### src/rtl/arbitro_memoria_dados_pkg.sv
// Shared constants and FSM state encoding for the two-master data memory arbiter.
package pkg_arbitro_memoria;

  localparam int DATA_WIDTH_DEF = 32;
  localparam int ADDR_WIDTH_DEF = 32;
  localparam int RAM_SIZE_DEF   = 2048;

  typedef enum logic [1:0] {
    IDLE  = 2'd0,
    ISSUE = 2'd1,
    RESP  = 2'd2
  } estado_t;

endpackage

### src/rtl/arbitro_memoria_dados_seletor.sv
// Combinational round-robin pick between two requesters; prio is owned by the parent FSM.
module seletor_round_robin (
  input  logic req0,
  input  logic req1,
  input  logic prio,
  output logic grant_idx,
  output logic grant_valid
);

  assign grant_valid = req0 | req1;
  // A lone requester wins outright; prio only breaks ties.
  assign grant_idx   = (req0 && req1) ? prio : req1;

endmodule

### src/rtl/arbitro_memoria_dados.sv
// Two-master arbiter/sequencer for the single-port data memory (IDLE -> ISSUE -> RESP).
// The mem_* outputs double as the latched transaction, so they hold outside ISSUE.
module arbitro_memoria_dados
  import pkg_arbitro_memoria::*;
#(
  parameter int DATA_WIDTH = DATA_WIDTH_DEF,
  parameter int ADDR_WIDTH = ADDR_WIDTH_DEF,
  parameter int RAM_SIZE   = RAM_SIZE_DEF
) (
  input  logic                  clk,
  input  logic                  reset,
  input  logic                  req0,
  input  logic                  we0,
  input  logic [ADDR_WIDTH-1:0] addr0,
  input  logic [DATA_WIDTH-1:0] wdata0,
  output logic                  ack0,
  output logic [DATA_WIDTH-1:0] rdata0,
  output logic                  erro0,
  input  logic                  req1,
  input  logic                  we1,
  input  logic [ADDR_WIDTH-1:0] addr1,
  input  logic [DATA_WIDTH-1:0] wdata1,
  output logic                  ack1,
  output logic [DATA_WIDTH-1:0] rdata1,
  output logic                  erro1,
  output logic                  mem_we,
  output logic [ADDR_WIDTH-1:0] mem_addr,
  output logic [DATA_WIDTH-1:0] mem_datain,
  input  logic [DATA_WIDTH-1:0] mem_dataout,
  output logic                  ocupado
);

  localparam logic [ADDR_WIDTH-1:0] LIMITE = ADDR_WIDTH'(RAM_SIZE);

  estado_t r_state;
  logic    r_prio;
  logic    r_master;
  logic    r_fora;
  logic    r_ack0;
  logic    r_ack1;
  logic    r_erro;

  logic                  w_gnt;
  logic                  w_gnt_valid;
  logic                  w_we_sel;
  logic [ADDR_WIDTH-1:0] w_addr_sel;
  logic [DATA_WIDTH-1:0] w_wdata_sel;
  logic                  w_in_range;

  seletor_round_robin u_seletor (
    .req0        (req0),
    .req1        (req1),
    .prio        (r_prio),
    .grant_idx   (w_gnt),
    .grant_valid (w_gnt_valid)
  );

  assign w_we_sel    = w_gnt ? we1    : we0;
  assign w_addr_sel  = w_gnt ? addr1  : addr0;
  assign w_wdata_sel = w_gnt ? wdata1 : wdata0;
  assign w_in_range  = (w_addr_sel < LIMITE);

  always_ff @(posedge clk or posedge reset) begin
    if (reset) begin
      r_state    <= IDLE;
      r_prio     <= 1'b0;
      r_master   <= 1'b0;
      r_fora     <= 1'b0;
      r_ack0     <= 1'b0;
      r_ack1     <= 1'b0;
      r_erro     <= 1'b0;
      mem_we     <= 1'b0;
      mem_addr   <= '0;
      mem_datain <= '0;
    end else begin
      case (r_state)
        IDLE: begin
          r_ack0 <= 1'b0;
          r_ack1 <= 1'b0;
          r_erro <= 1'b0;
          if (w_gnt_valid) begin
            r_master   <= w_gnt;
            r_prio     <= ~w_gnt;
            r_fora     <= ~w_in_range;
            mem_addr   <= w_addr_sel;
            mem_datain <= w_wdata_sel;
            mem_we     <= w_we_sel & w_in_range;
            r_state    <= ISSUE;
          end
        end
        ISSUE: begin
          mem_we  <= 1'b0;
          r_ack0  <= ~r_master;
          r_ack1  <= r_master;
          r_erro  <= r_fora;
          r_state <= RESP;
        end
        RESP: begin
          r_ack0  <= 1'b0;
          r_ack1  <= 1'b0;
          r_erro  <= 1'b0;
          r_state <= IDLE;
        end
        default: begin
          mem_we  <= 1'b0;
          r_ack0  <= 1'b0;
          r_ack1  <= 1'b0;
          r_erro  <= 1'b0;
          r_state <= IDLE;
        end
      endcase
    end
  end

  // Memory read data is only valid during RESP, so it is steered combinationally.
  assign ack0    = r_ack0;
  assign ack1    = r_ack1;
  assign erro0   = r_ack0 & r_erro;
  assign erro1   = r_ack1 & r_erro;
  assign rdata0  = (r_ack0 && !r_erro) ? mem_dataout : '0;
  assign rdata1  = (r_ack1 && !r_erro) ? mem_dataout : '0;
  assign ocupado = (r_state != IDLE);

endmodule

### config.mk
export PLATFORM = sky130hd
export DESIGN_NAME = arbitro_memoria_dados
export DESIGN_NICKNAME = d
export VERILOG_FILES = /design/src/rtl/arbitro_memoria_dados_pkg.sv /design/src/rtl/arbitro_memoria_dados_seletor.sv /design/src/rtl/arbitro_memoria_dados.sv
export SDC_FILE = /design/constraint.sdc
export NUM_CORES = 1
export LEC_CHECK = 0
export CAP_MARGIN = 20
export CORE_MARGIN = 2
export CORE_UTILIZATION = 30
export CTS_CLUSTER_DIAMETER = 120
export DETAILED_ROUTE_END_ITERATION = 10
export PLACE_DENSITY = 0.75
export SKIP_CTS_REPAIR_TIMING = 1
export SYNTH_ARGS = -nofsm -noshare
export SYNTH_HDL_FRONTEND = slang
export SYNTH_SLANG_ARGS = --single-unit
### constraint.sdc
create_clock -name clk -period 6.4 [get_ports clk]
set_input_delay 0.96 -clock clk [delete_from_list [all_inputs] [get_ports clk]]
set_output_delay 0.96 -clock clk [all_outputs]
set_load 0.01 [all_outputs]
==> reports/results.tsv <==
stage	metric	value	unit
grt	vias in the first global route	4028	
final_layout	layout cells sized above 1	4.61	%
power_and_ir_drop	Power, Total	0.00284	W
final_layout	Area growth, synth to finish	93.6	%
detailed_routing	remaining antenna violation count	0	
detailed_routing	routed vias/inst	4.74	
grt	GRT overflow	0	
detailed_routing	Pre-Repair DR Iteration Count	4	
grt	initial antenna violation count	2	
power_and_ir_drop	Leak	2.99	nW
cts	clk_lat worst skew	0.33	ns
place	Port-buffer cells	299	
cts	Max Root-Sink Buffers	2	
floorplanning	die height	116	um
floorplanning	row cnt	40	
sta	Slew Limit Fails	0	
yosys	Mean Syn Cell Area	10.5	sq um
grt	largest net degree at the start of global routing	74	
yosys	Mapped Nets	523	
yosys	asr flop ratio synth	100	%
cts	clk slew on worst S/H paths	0.05	ns
detailed_routing	DRT Wirelength	14400	um
sta	Fin. Hold Viols	0	
setup_path	CP arrival	2.18	ns
yosys	Mapped Area	3730	sq um
yosys	largest area contributor in the netlist	dfrtp_1	
floorplanning	Initial Utilization	30.9	%
grt	Total GRT Usage	21.1	%
grt	global-route wire length before repair	21500	um
floorplanning	core box area	12100	sq um
floorplanning	Die W	116	um
detailed_routing	Initial DRC Count	210	
power_and_ir_drop	VDD IR max	0.000185	V
setup_path	crit end category	primary output	
sta	Fmax achieved	318	MHz
yosys	register area share after synthesis	48.9	%
yosys	Yosys warning count	0	
run_status	status	completed	
yosys	Post-synth EDFFs	0	
place	dpl hpwl	11400	um
yosys	Synth area leaders	dfrtp_1 (49%), and2_1 (19%), a221o_1 (12%), mux2i_1 (5.9%), o21ai_1 (2.8%)	
yosys	Synth Register Bits	73	
sta	Clock Skews	0.0112	ns
setup_path	Setup CP Type	input pin to primary output	
yosys	Yosys cell types	29	
sta	RSZ-0062 raised after global routing	false	
setup_path	crit path launch type	input pin	
sta	setup TNS	0	ns
final_layout	commonest non-fill, non-tap cell in the layout	clkdlybuf4s50_1	
final_layout	fill count	1028	
final_layout	most frequent cells in the layout	clkdlybuf4s50_1 (299), and2_1 (112), dfrtp_1 (73)	
detailed_routing	Avg WL per Cell	17.6	um
power_and_ir_drop	Power Dens Cells	393	nW/um^2
sta	min cycle time layout	3.14	ns
setup_path	Req. time, crit path	5.44	ns
floorplanning	die area	13300	sq um
worst_hold_path	hold crit path type	register to register	
floorplanning	# IOs	300	
place	routability cong.	0.838	
yosys	ys flop type	dfrtp_1	
final_layout	nets	812	
cts	Num CTS Buffers	9	
sta	relative max-transition margin	27.8	%
yosys	Yosys top cell area share	48.9	%
sta	Min Hold Slack	0.448	ns
sta	Worst Max-Slew Pin Slew	1.08	ns
setup_path	CP Max Fanout	2	
cts	Root Driver	clkbuf_16	
yosys	Syn Inst Count	357	
cts	H-tree levels	3	
run	max-cap violations	0	
sta	Final Setup Violations	0	
cts	clk sink count	73	
sta	Tcrit/Tclk final	49.1	%
detailed_routing	drt drc	0	
detailed_routing	Vias	3888	
cts	CTS tree	built	
-- logic make-up (layout without fill, tap and decap cells) --
logic type	count (synthesis)	after routing	synth area share, %
buffers and inverters	30	324	3.49
AOI/OAI and AO/OA	71	71	16.5
other	0	2	0
and+or+nand+nor	160	160	24.8
DFF	73	73	48.9
muxes	23	23	6.20
-- cell type report --
type,instances,area (sq um),area share [%]
inverter,4,15.0,0.208
timing repair buffer,304,3050,42.2
antenna,2,5.00,0.0693
sequential,73,1830,25.3
tap,168,210,2.91
multi-input combinational,254,1790,24.8
clock inverter,7,101,1.40
clock buffer,9,225,3.12
-- cells in the mapped netlist, types with 6 or more instances --
master,n
nand2_1,22
mux2i_1,22
nor2_1,8
clkbuf_1,16
o21ai_1,21
a221o_1,43
dfrtp_1,73
and2_1,112
nor4_1,6
buf_2,8
-- path summary, 6_finish.rpt --
path | endpoint | slack [ns] | cells after the start | start
worst min register to register | ack0 | 0.45 | 1 | r_master
min in group asynchronous | mem_datain[12] | 1.23 | 3 | reset
worst max-delay path | rdata0[1] | 3.26 | 3 | mem_dataout[1]
max in group asynchronous | mem_datain[3] | 4.57 | 3 | reset
worst max register to register | mem_addr[9] | 4.10 | 4 | r_state[1]
worst min-delay path | ack0 | 0.45 | 1 | r_master
-- stage by stage --
stage	util, %	cell area (sq um)	setup slack (ns)	std cells
global route	59.9	7230	3.21	821
global placement	56.9	6870	2.68	802
finish	59.9	7230	3.26	821
CTS	59.6	7190	2.91	818
detailed placement	56.9	6870	2.55	802
floorplan	-	3730	3.59	357
-- critical path: stages --
cell             delay [ns]
clkdlybuf4s50_1        0.51
and2_1                 0.17
clkdlybuf4s50_1        0.54
-- layer usage --
| layer | vias to the layer above | GRT usage [%] | wire [um] |
|---|---|---|---|
| met4 | 0 | 9.48 | 480 |
| li1 | 1856 | - | - |
| met5 | - | 0 | 0 |
| met2 | 179 | 39.0 | 7590 |
| met1 | 1824 | 22.6 | 5290 |
| met3 | 29 | 5.44 | 1090 |
-- power by group --
part	total, W	internal (W)	leakage (nW)	switching (W)
Clock	0.000542	0.000344	0.153	0.000198
Sequential	0.000802	0.000683	0.899	0.000119
Combinational	0.00150	0.000852	1.94	0.000644
Total	0.00284	0.00188	2.99	0.000961
-- flip-flops by register name, summed over array words and instances (netlist names) --
| register | count |
|---|---|
| r_fora | 1 |
| mem_we | 1 |
| mem_datain | 32 |
| ack1 | 1 |
| r_master | 1 |
| ack0 | 1 |
| r_prio | 1 |
| mem_addr | 32 |
| r_erro | 1 |
| r_state | 2 |
Power figures use the tool's default switching activity.
